**config.mk**
```make
export PLATFORM = sky130hd
export DESIGN_NAME = tcell_count_seq
export DESIGN_NICKNAME = d
export VERILOG_FILES = /design/src/rtl/tcell_pkg.sv /design/src/rtl/toggle_cell.sv /design/src/rtl/tcell_count_seq.sv
export SDC_FILE = /design/constraint.sdc
export NUM_CORES = 1
export LEC_CHECK = 0
export BUFFER_PORTS_ARGS = -buffer_cell sky130_fd_sc_hd__buf_2
export CORE_MARGIN = 10
export CORE_UTILIZATION = 50
export CTS_CLUSTER_SIZE = 25
export DETAILED_ROUTE_END_ITERATION = 16
export GPL_ROUTABILITY_DRIVEN = 0
export HOLD_SLACK_MARGIN = 0.02
export PLACE_DENSITY = 0.82
export SYNTH_ARGS = -nofsm -noshare
export SYNTH_HDL_FRONTEND = slang
export SYNTH_SLANG_ARGS = --single-unit
```
**constraint.sdc**
```tcl
create_clock -name clk -period 2.4 [get_ports clk]
set_input_delay 0.48 -clock clk [delete_from_list [all_inputs] [get_ports clk]]
set_output_delay 0.48 -clock clk [all_outputs]
set_load 0.005 [all_outputs]
```
**src/rtl/tcell_pkg.sv**
```systemverilog
// ============================================================================
//  Module      : tcell_pkg
//  Description : Shared state encoding and direction constants for the
//                toggle-cell counter sequencer.
//  Revision    : 1.0 - initial release
// ============================================================================
`default_nettype none

package tcell_pkg;

    typedef enum logic [1:0] {
        IDLE  = 2'd0,
        CLEAR = 2'd1,
        RUN   = 2'd2,
        DONE  = 2'd3
    } state_t;

    localparam logic DIR_UP   = 1'b1;
    localparam logic DIR_DOWN = 1'b0;

endpackage

`default_nettype wire

```
**src/rtl/toggle_cell.sv**
```systemverilog
// ============================================================================
//  Module      : toggle_cell
//  Description : Single-bit T flip-flop, asynchronous active-high reset to 0.
//  Revision    : 1.0 - initial release
// ============================================================================
`default_nettype none

module toggle_cell (
    input  logic clk,
    input  logic rst,
    input  logic t,
    output logic q
);

    always_ff @(posedge clk or posedge rst) begin
        if (rst) begin
            q <= 1'b0;
        end else begin
            q <= q ^ t;
        end
    end

endmodule

`default_nettype wire

```
**src/rtl/tcell_count_seq.sv**
```systemverilog
// ============================================================================
//  Module      : tcell_count_seq
//  Description : Clear-then-count sequencer driving a bank of toggle cells up
//                or down to a captured limit, with done and wrap pulses.
//  Revision    : 1.0 - initial release
// ============================================================================
`default_nettype none

module tcell_count_seq
    import tcell_pkg::*;
#(
    parameter int WIDTH = 4
) (
    input  logic             clk,
    input  logic             rst,
    input  logic             start,
    input  logic             dir,
    input  logic [WIDTH-1:0] limit,
    input  logic             hold,
    input  logic             abort,
    output logic             busy,
    output logic             done,
    output logic             wrap,
    output logic [WIDTH-1:0] count
);

    state_t           r_state;
    state_t           w_next;
    logic [WIDTH-1:0] r_limit;
    logic             r_dir;
    logic             r_wrap;
    logic [WIDTH-1:0] w_t;
    logic [WIDTH-1:0] w_up;
    logic [WIDTH-1:0] w_dn;
    logic             w_step;
    logic             w_busy;
    logic             w_done;
    logic             w_match;

    assign w_match = (count == r_limit);

    // Bit i toggles on an up step when all lower bits are 1, on a down step
    // when all lower bits are 0.
    generate
        for (genvar i = 0; i < WIDTH; i++) begin : g_tvec
            if (i == 0) begin : g_lsb
                assign w_up[i] = 1'b1;
                assign w_dn[i] = 1'b1;
            end else begin : g_upper
                assign w_up[i] = &count[i-1:0];
                assign w_dn[i] = &(~count[i-1:0]);
            end
        end
    endgenerate

    always_ff @(posedge clk or posedge rst) begin
        if (rst) begin
            r_state <= IDLE;
        end else begin
            r_state <= w_next;
        end
    end

    always_comb begin
        w_next = r_state;
        case (r_state)
            IDLE:    if (start) w_next = CLEAR;
            CLEAR:   w_next = abort ? IDLE : RUN;
            RUN: begin
                if (abort) begin
                    w_next = IDLE;
                end else if (!hold && w_match) begin
                    w_next = DONE;
                end
            end
            DONE:    w_next = IDLE;
            default: w_next = IDLE;
        endcase
    end

    always_comb begin
        w_t    = '0;
        w_step = 1'b0;
        w_busy = 1'b0;
        w_done = 1'b0;
        case (r_state)
            CLEAR: begin
                w_busy = 1'b1;
                if (!abort) w_t = count;
            end
            RUN: begin
                w_busy = 1'b1;
                if (!abort && !hold && !w_match) begin
                    w_step = 1'b1;
                    w_t    = (r_dir == DIR_UP) ? w_up : w_dn;
                end
            end
            DONE:    w_done = 1'b1;
            default: ;
        endcase
    end

    always_ff @(posedge clk or posedge rst) begin
        if (rst) begin
            r_limit <= '0;
            r_dir   <= DIR_DOWN;
        end else if (r_state == IDLE && start) begin
            r_limit <= limit;
            r_dir   <= dir;
        end
    end

    // A step wraps when every bit flips: all-ones going up, all-zeros going down.
    always_ff @(posedge clk or posedge rst) begin
        if (rst) begin
            r_wrap <= 1'b0;
        end else begin
            r_wrap <= w_step & ((r_dir == DIR_UP) ? (&count) : ~(|count));
        end
    end

    generate
        for (genvar i = 0; i < WIDTH; i++) begin : g_cell
            toggle_cell u_cell (
                .clk (clk),
                .rst (rst),
                .t   (w_t[i]),
                .q   (count[i])
            );
        end
    endgenerate

    assign busy = w_busy;
    assign done = w_done;
    assign wrap = r_wrap;

endmodule

`default_nettype wire

```
==> impl_metrics.ini, run 1 <==
[final_layout]
drive_above_1_share_pct = 31.8
fin_nets = 105
areaGrowthSynthToFinish_pct = 8.70
fillers = 135
finalInstanceArea_um2 = 891
fin_util_pct = 58.5
diodes = 0
final_cell_mix = 16 x buf_2, 12 x dfrtp_1
final_common_cell = buf_2

[synth]
synth_seq_cells = 12
syn_avg_cell_area_um2 = 10.8
synthesis.nets = 91
ys_seq_area_share_pct = 36.6
synthFlopType = dfrtp_1
synth-async-reset-ratio_pct = 100
yosysWarnings = 0
synth_edf_count = 0
synth.largest_area_cell = dfrtp_1
synth_top_area_share_pct = 36.6
synthesis.area_um2 = 820
synthTopCellsByArea = dfrtp_1 37%, ha_1 7.6%, mux2_2 6.9%, xor2_1 4.3%, buf_4 3.7%
synth.distinct_cells = 33
syn_inst = 76

[clock_tree]
cts_buffer_depth = 2
cts_setup_buffers = 0
cts_resized = 0
clk_latency_ps = 270
clk_pin_slew_ps = 70
cts_sinks = 12
cts_tree = done
cts_made_buffers = 3
cts_hold_buf = 0
htreeDepth = 1
root_buffer = clkbuf_4

[sta]
drv_slew = 0
rsz0062_at_grt = no
max_freq_mhz = 486
min_period_ps = 2060
slew_headroom_pct = 66.3
finalCritPeriodShare_pct = 85.8
finalHoldViolations = 0
setup_viol = 0
clock_skew_ps = 3.22
worst_slack_ps = 342
tns_ps = 0
worstMarginPinSlew_ps = 499

[floorplan]
die_x_um = 60.5
core-area_um2 = 1520
initial_utilization_pct = 53.8
die_area_um2 = 3660
fp.dieH_um = 60.5
row_count = 14
ioPinCount = 17

[drt]
dr.pass1.iters = 4
detail_route.wl_per_cell_um = 14.2
drt_iter0_drc = 13
routed_wl_um = 1480
drc = 0
vias = 599
drtAntennaViolNets = 0
vias_per_cell = 5.76

[grt]
grt_usage_pct = 8.66
grt_pass1_wl_um = 2500
antenna_found_initial = 0
overflow = 0
grt_pass1_vias = 590
grt_max_degree = 13

[place]
detailed_place.area_um2 = 868
dp_hpwl_um = 1210
port_buffers = 16
place_ws_ps = 309

[job]
max_cap_violations = 0

[power]
power_density_nw_per_um2 = 1190
power_mw = 1.06
power_leakage_nw = 0.409
ir_worst_vdd_v = 0.000532

[setup_path]
required_ps = 2590
path_max_fanout = 8
cp-start-kind = register
worstPathArrival_ps = 2250
crit_path_end_kind = register
crit_type = register to register

[status]
outcome = completed

[min_path]
min_path_type = primary input to asynchronous set/reset pin
## through the flow
stage	hold slack (ps)	cells
floorplan	345	76
global placement	507	101
detailed placement	511	101
CTS	217	104
global route	246	104
finish	194	104
## per-layer routing
metal / GRT usage (%) / vias up / wire [um]
met5: 0 / - / 0
met4: 2.82 / 0 / 30
met3: 3.13 / 5 / 104
met2: 13.5 / 20 / 724
met1: 10.8 / 279 / 618
li1: - / 295 / -
## final cells by class
cell class	count	area (um2)	area share, %
Clock buffer	3	22.5	2.53
Inverter	5	18.8	2.11
Multi-Input combinational cell	52	449	50.4
Sequential cell	12	300	33.7
Tap cell	16	20.0	2.25
Timing Repair Buffer	16	80.1	8.99
## cell usage after synthesis, types with 2 or more instances
| library cell | instances |
|---|---|
| nand3_1 | 3 |
| ha_1 | 5 |
| nand2_1 | 5 |
| nand2b_1 | 2 |
| nand4_1 | 2 |
| inv_1 | 5 |
| mux2i_1 | 2 |
| buf_4 | 4 |
| dfrtp_1 | 12 |
| a21oi_1 | 2 |
| nor2_1 | 3 |
| xor2_1 | 4 |
| buf_2 | 2 |
| o211ai_1 | 2 |
| mux2_2 | 5 |
## worst max-delay path: stages (launching register included)
cell      delay [ps]
dfrtp_1          420
inv_1            100
ha_1             330
nor4bb_1         490
o41ai_4          230
a21oi_1          200
mux2i_1          210
## flip-flops by register name, summed over array words and instances, names as in the netlist
name and cells:
r_dir 1, r_state 2, wrap 1, g_cell.u_cell.q 4
r_limit 4
## power breakdown
group          leakage, nW  total, mW  switching [mW]  internal, mW
Sequential           0.153      0.413           0.126         0.287
Combinational        0.242      0.524           0.280         0.244
Clock               0.0138      0.123          0.0645        0.0581
## worst paths after layout
path	cells after the start	start	to	slack, ps
min reg2reg	1	r_limit[2]	r_limit[2]	530
max	6	r_state[0]	g_cell[3].u_cell.q	340
max in group asynchronous	2	rst	g_cell[0].u_cell.q	1900
min in group clk	2	hold	wrap	400
min	2	rst	r_state[1]	190
max reg2reg	6	r_state[0]	g_cell[3].u_cell.q	340
## cells by family (layout without fill, tap and decap cells)
family,count (synthesis),count (layout),share of synthesized area (%)
adders and majority gates,5,5,7.63
muxes,7,7,9.31
AOI/OAI and AO/OA,13,13,13.6
DFF,12,12,36.6
and+or+nand+nor,22,22,16.6
buffers and inverters,12,24,8.55
xor gates and xnor gates,5,5,7.63
(Power assumes the default switching activity.)
==> run 2, diff against run 1 <==
Settings changed: BUFFER_PORTS_ARGS -buffer_cell sky130_fd_sc_hd__buf_2 to -buffer_cell sky130_fd_sc_hd__clkbuf_2, CORE_MARGIN 10 to 2, GPL_TIMING_DRIVEN set to 0.
==> run 2 against run 1 <==
  * First-iteration DRC count rose by 120%
  * Total power rose by 7.5%
  * Critical endpoint unchanged
  * Non-clock buffer count rose by 7
==> impl_metrics.ini, run 2 (synthesized netlist as in run 1, its figures left out) <==
[floorplan]
core-area_um2 = 1520
die_area_um2 = 1980
initial_utilization_pct = 53.8
ioPinCount = 17
die_x_um = 44.5
row_count = 14
fp.dieH_um = 44.5

[final_layout]
fillers = 124
areaGrowthSynthToFinish_pct = 15.0
fin_nets = 112
top_regs = g_cell.u_cell.q: 4 flops, r_limit: 4 flops, r_state: 2 flops
fin_cells = 111
final_cell_mix = 16 x clkbuf_2, 12 x dfrtp_1
diodes = 0
final_common_cell = clkbuf_2
drive_above_1_share_pct = 36.8
finalInstanceArea_um2 = 942

[clock_tree]
clk_pin_slew_ps = 80
cts_hold_buf = 0
clk_latency_ps = 280
cts_resized = 0
cts_buffer_depth = 2
cts_tree = done
cts_made_buffers = 3
cts_sinks = 12
htreeDepth = 1
cts_setup_buffers = 0
root_buffer = clkbuf_4

[setup_path]
cp-start-kind = register
crit_family = simple AND/OR/NAND/NOR gates
required_ps = 2600
path_max_fanout = 8
cp_slowest_cell = nor4bb_1
crit_type = register to register
worstPathArrival_ps = 2330
path_buf_inv = 1
path_cells = inv_1, ha_1, nor4bb_1, o41ai_4, a21oi_1, mux2i_1
crit_path_end_kind = register
crit_path_max_incr_delay_ps = 500

[grt]
grtUsageMet1_pct = 23.2
grt_use_met3_pct = 7.35
grt_pass1_vias = 631
antenna_found_initial = 0
grt_usage_pct = 19.4
grt_max_degree = 13
grt.busiest_layer = met2
grt_pass1_wl_um = 2720
grt_use_met2_pct = 32.2
overflow = 0

[power]
power_density_nw_per_um2 = 1210
ir_worst_vdd_v = 0.000681
power_leakage_nw = 0.443

[drt]
vias = 648
drt_iter0_drc = 28
detail_route.wl_per_cell_um = 13.9
drtAntennaViolNets = 0
dr.pass1.iters = 4
drc = 0
routed_wl_um = 1540
vias_per_cell = 5.84

[sta]
slew_headroom_pct = 65.4
tns_ps = 0
min_period_ps = 2130
setup_viol = 0
finalCritPeriodShare_pct = 88.6
worstMarginPinSlew_ps = 512
drv_slew = 0
max_freq_mhz = 471
finalHoldViolations = 0
rsz0062_at_grt = no
worst_slack_ps = 275
hold_slack_ps = 175
clock_skew_ps = 10.3

[min_path]
min_path_type = primary input to asynchronous set/reset pin

[place]
dp.cells = 108
detailed_place.area_um2 = 920
dp_hpwl_um = 1190
place_ws_ps = 282
port_buffers = 16

[job]
max_cap_violations = 0

[status]
outcome = completed
[run 2: per-layer routing]
layer / part of all wire (%) / vias up
met4: 0.78 / 0
met2: 51 / 32
met3: 7.3 / 2
met5: 0 / -
met1: 40 / 307
li1: - / 307
[run 2: per-stage QoR]
step                power, mW  util (%)
CTS                      1.14      61.8
global route             1.24      61.8
finish                   1.14      61.8
floorplan               0.857         -
global placement        0.969      60.3
detailed placement       1.01      60.3
[run 2: worst paths after layout]
kind | from | endpoint | depth (start not counted) | slack, ps
max | r_state[0] | g_cell[3].u_cell.q | 6 | 270
min | rst | r_state[1] | 2 | 170
max reg2reg | r_state[0] | g_cell[3].u_cell.q | 6 | 270
min reg2reg | r_limit[2] | r_limit[2] | 1 | 530
max in group asynchronous | rst | r_limit[1] | 2 | 1900
min in group clk | hold | wrap | 2 | 390
[run 2: report_power, final]
part / internal, mW / switching, mW / leakage, nW
Sequential: 0.287 / 0.0788 / 0.153
Combinational: 0.296 / 0.352 / 0.276
Clock: 0.0582 / 0.0664 / 0.0138
Total: 0.641 / 0.497 / 0.443
[run 2: area by class of cell]
cell class / instances / area (um2) / area share [%]
inverters: 5 / 18.8 / 1.99
clock buffers: 3 / 22.5 / 2.39
flip-flops and latches: 12 / 300 / 31.9
well taps: 16 / 20.0 / 2.12
plain buffers: 7 / 51.3 / 5.44
multi-input cells: 52 / 449 / 47.7
repair buffers: 16 / 80.1 / 8.50
[run 2: worst reg2reg max path, delay by kind of cell, from the launching register on]
kind,cells,cell delay [ps]
AO/OA/AOI/OAI,2,440
adder cells (fa/ha/maj),1,340
buffers and inverters,1,110
flip-flops,1,430
multiplexers,1,220
AND/OR/NAND/NOR,1,500
==> run 3, diff against run 2 <==
Settings changed: GPL_TIMING_DRIVEN 0 to unset.
==> run 3 against run 2 <==
  * Total power down 2.9%
  * Cell count fell by 5.4%
  * Via count shrank 4.3%
  * Combinational power down 19%
  * Clock power is 28% higher
  * Hold slack worse by 9.2 ps
  * Clock-buffer cell count rose by 1
  * Die area is the same
  * Critical endpoint unchanged
  * Largest cell class unchanged
==> impl_metrics.ini, run 3 (synthesized netlist as in run 1, its figures left out) <==
[grt]
overflow = 0
grt_usage_pct = 17.1
grt_max_degree = 13
antenna_found_initial = 0
grt_pass1_vias = 532
grt_pass1_wl_um = 2380

[clock_tree]
htreeDepth = 1
cts_tree = done
root_buffer = clkbuf_4
cts_resized = 0
clk_pin_slew_ps = 70
cts_sinks = 12
cts_buffer_depth = 2
clk_latency_ps = 280
cts_setup_buffers = 0
cts_made_buffers = 3
cts_hold_buf = 0

[floorplan]
ioPinCount = 17
die_x_um = 44.5
die_area_um2 = 1980
fp.dieH_um = 44.5
initial_utilization_pct = 53.8
core-area_um2 = 1520
row_count = 14

[drt]
drtAntennaViolNets = 0
vias = 620
detail_route.wl_per_cell_um = 13.5
vias_per_cell = 5.90
drt_iter0_drc = 9
routed_wl_um = 1420
dr.pass1.iters = 4
drc = 0

[setup_path]
worstPathArrival_ps = 2200
cp-start-kind = register
crit_type = register to register
required_ps = 2610
path_max_fanout = 8
crit_path_end_kind = register

[sta]
finalCritPeriodShare_pct = 83.1
worstMarginPinSlew_ps = 475
clock_skew_ps = 1.75
setup_viol = 0
finalHoldViolations = 0
slew_headroom_pct = 68.2
min_period_ps = 1990
worst_slack_ps = 406
rsz0062_at_grt = no
hold_slack_ps = 166
drv_slew = 0
max_freq_mhz = 502
tns_ps = 0

[place]
dp_hpwl_um = 1130
port_buffers = 16
place_ws_ps = 439

[final_layout]
multi_input_area_um2 = 449
final_cell_mix = 16 x clkbuf_2, 12 x dfrtp_1
final_common_cell = clkbuf_2
fillers = 127
drive_above_1_share_pct = 32.6
top_regs = g_cell.u_cell.q: 4 flops, r_limit: 4 flops, r_state: 2 flops
regArea_um2 = 300
areaGrowthSynthToFinish_pct = 10.4
diodes = 0
fin_nets = 105

[power]
internal_power_mw = 0.625
comb_power_share_pct = 47.8
p_sw_share_pct = 43.5
ir_worst_vdd_v = 0.000664
power_density_nw_per_um2 = 1220
power_leakage_nw = 0.413
switchingPower_mw = 0.480
p_seq_share_pct = 37.8
clkPwrFrac_pct = 14.5

[min_path]
min_path_type = primary input to asynchronous set/reset pin

[status]
outcome = completed

[job]
max_cap_violations = 0
[run 3: cell count changes in the layout (fill, tap and decap cells not counted)]
cell,delta
clkbuf_8,+1
buf_4,-4
buf_6,-1
buf_2,-2
[run 3: path summary, 6_finish.rpt]
check                            from                  to  slack, ps  cells past startpoint
max                        r_state[0]  g_cell[3].u_cell.q        410                      6
min                               rst          r_state[1]        170                      2
max reg2reg                r_state[0]  g_cell[3].u_cell.q        410                      6
min reg2reg                r_limit[0]          r_limit[0]        550                      1
max in group asynchronous         rst               r_dir       1940                      2
min in group clk                 hold                wrap        410                      2
[run 3: routing by layer]
metal,part of all wire (%),GRT usage (%),up-vias,routed length (um)
li1,-,-,296,-
met1,42,20.1,302,588
met2,50,28.1,19,713
met3,6.4,6.12,3,90
met4,1.6,7.27,0,22
met5,0,0,-,0
[run 3: area by class of cell]
class                      instances  area share [%]
clock buffer                       4            4.01
inverter                           5            2.07
multi-input combinational         52            49.7
sequential                        12            33.2
tap                               16            2.21
timing repair buffer              16            8.85
[run 3: metrics by stage]
stage / utilization (%) / power, mW / instance area [um2] / std cells
after floorplan: - / 0.857 / 820 / 76
after global placement: 57.0 / 0.916 / 868 / 101
after detailed placement: 57.0 / 0.946 / 868 / 101
after CTS: 59.4 / 1.11 / 905 / 105
after global routing: 59.4 / 1.19 / 905 / 105
final: 59.4 / 1.10 / 905 / 105
[run 3: power groups by stage]
stage          sequential, mW  clock, mW  combinational [mW]
2_1_floorplan           0.351          0               0.506
3_3_place_gp            0.411          0               0.505
6_report                0.417      0.160               0.528
4_1_cts                 0.416      0.169               0.527
5_1_grt                 0.436      0.173               0.583
3_5_place_dp            0.421          0               0.525
[run 3: worst max-delay path, cell delays in order (launching register included)]
cell and delay, ps:
dfrtp_1 420, inv_1 110, ha_1 320, nor4bb_1 450, o41ai_4 220, a21oi_1 200
mux2i_1 190
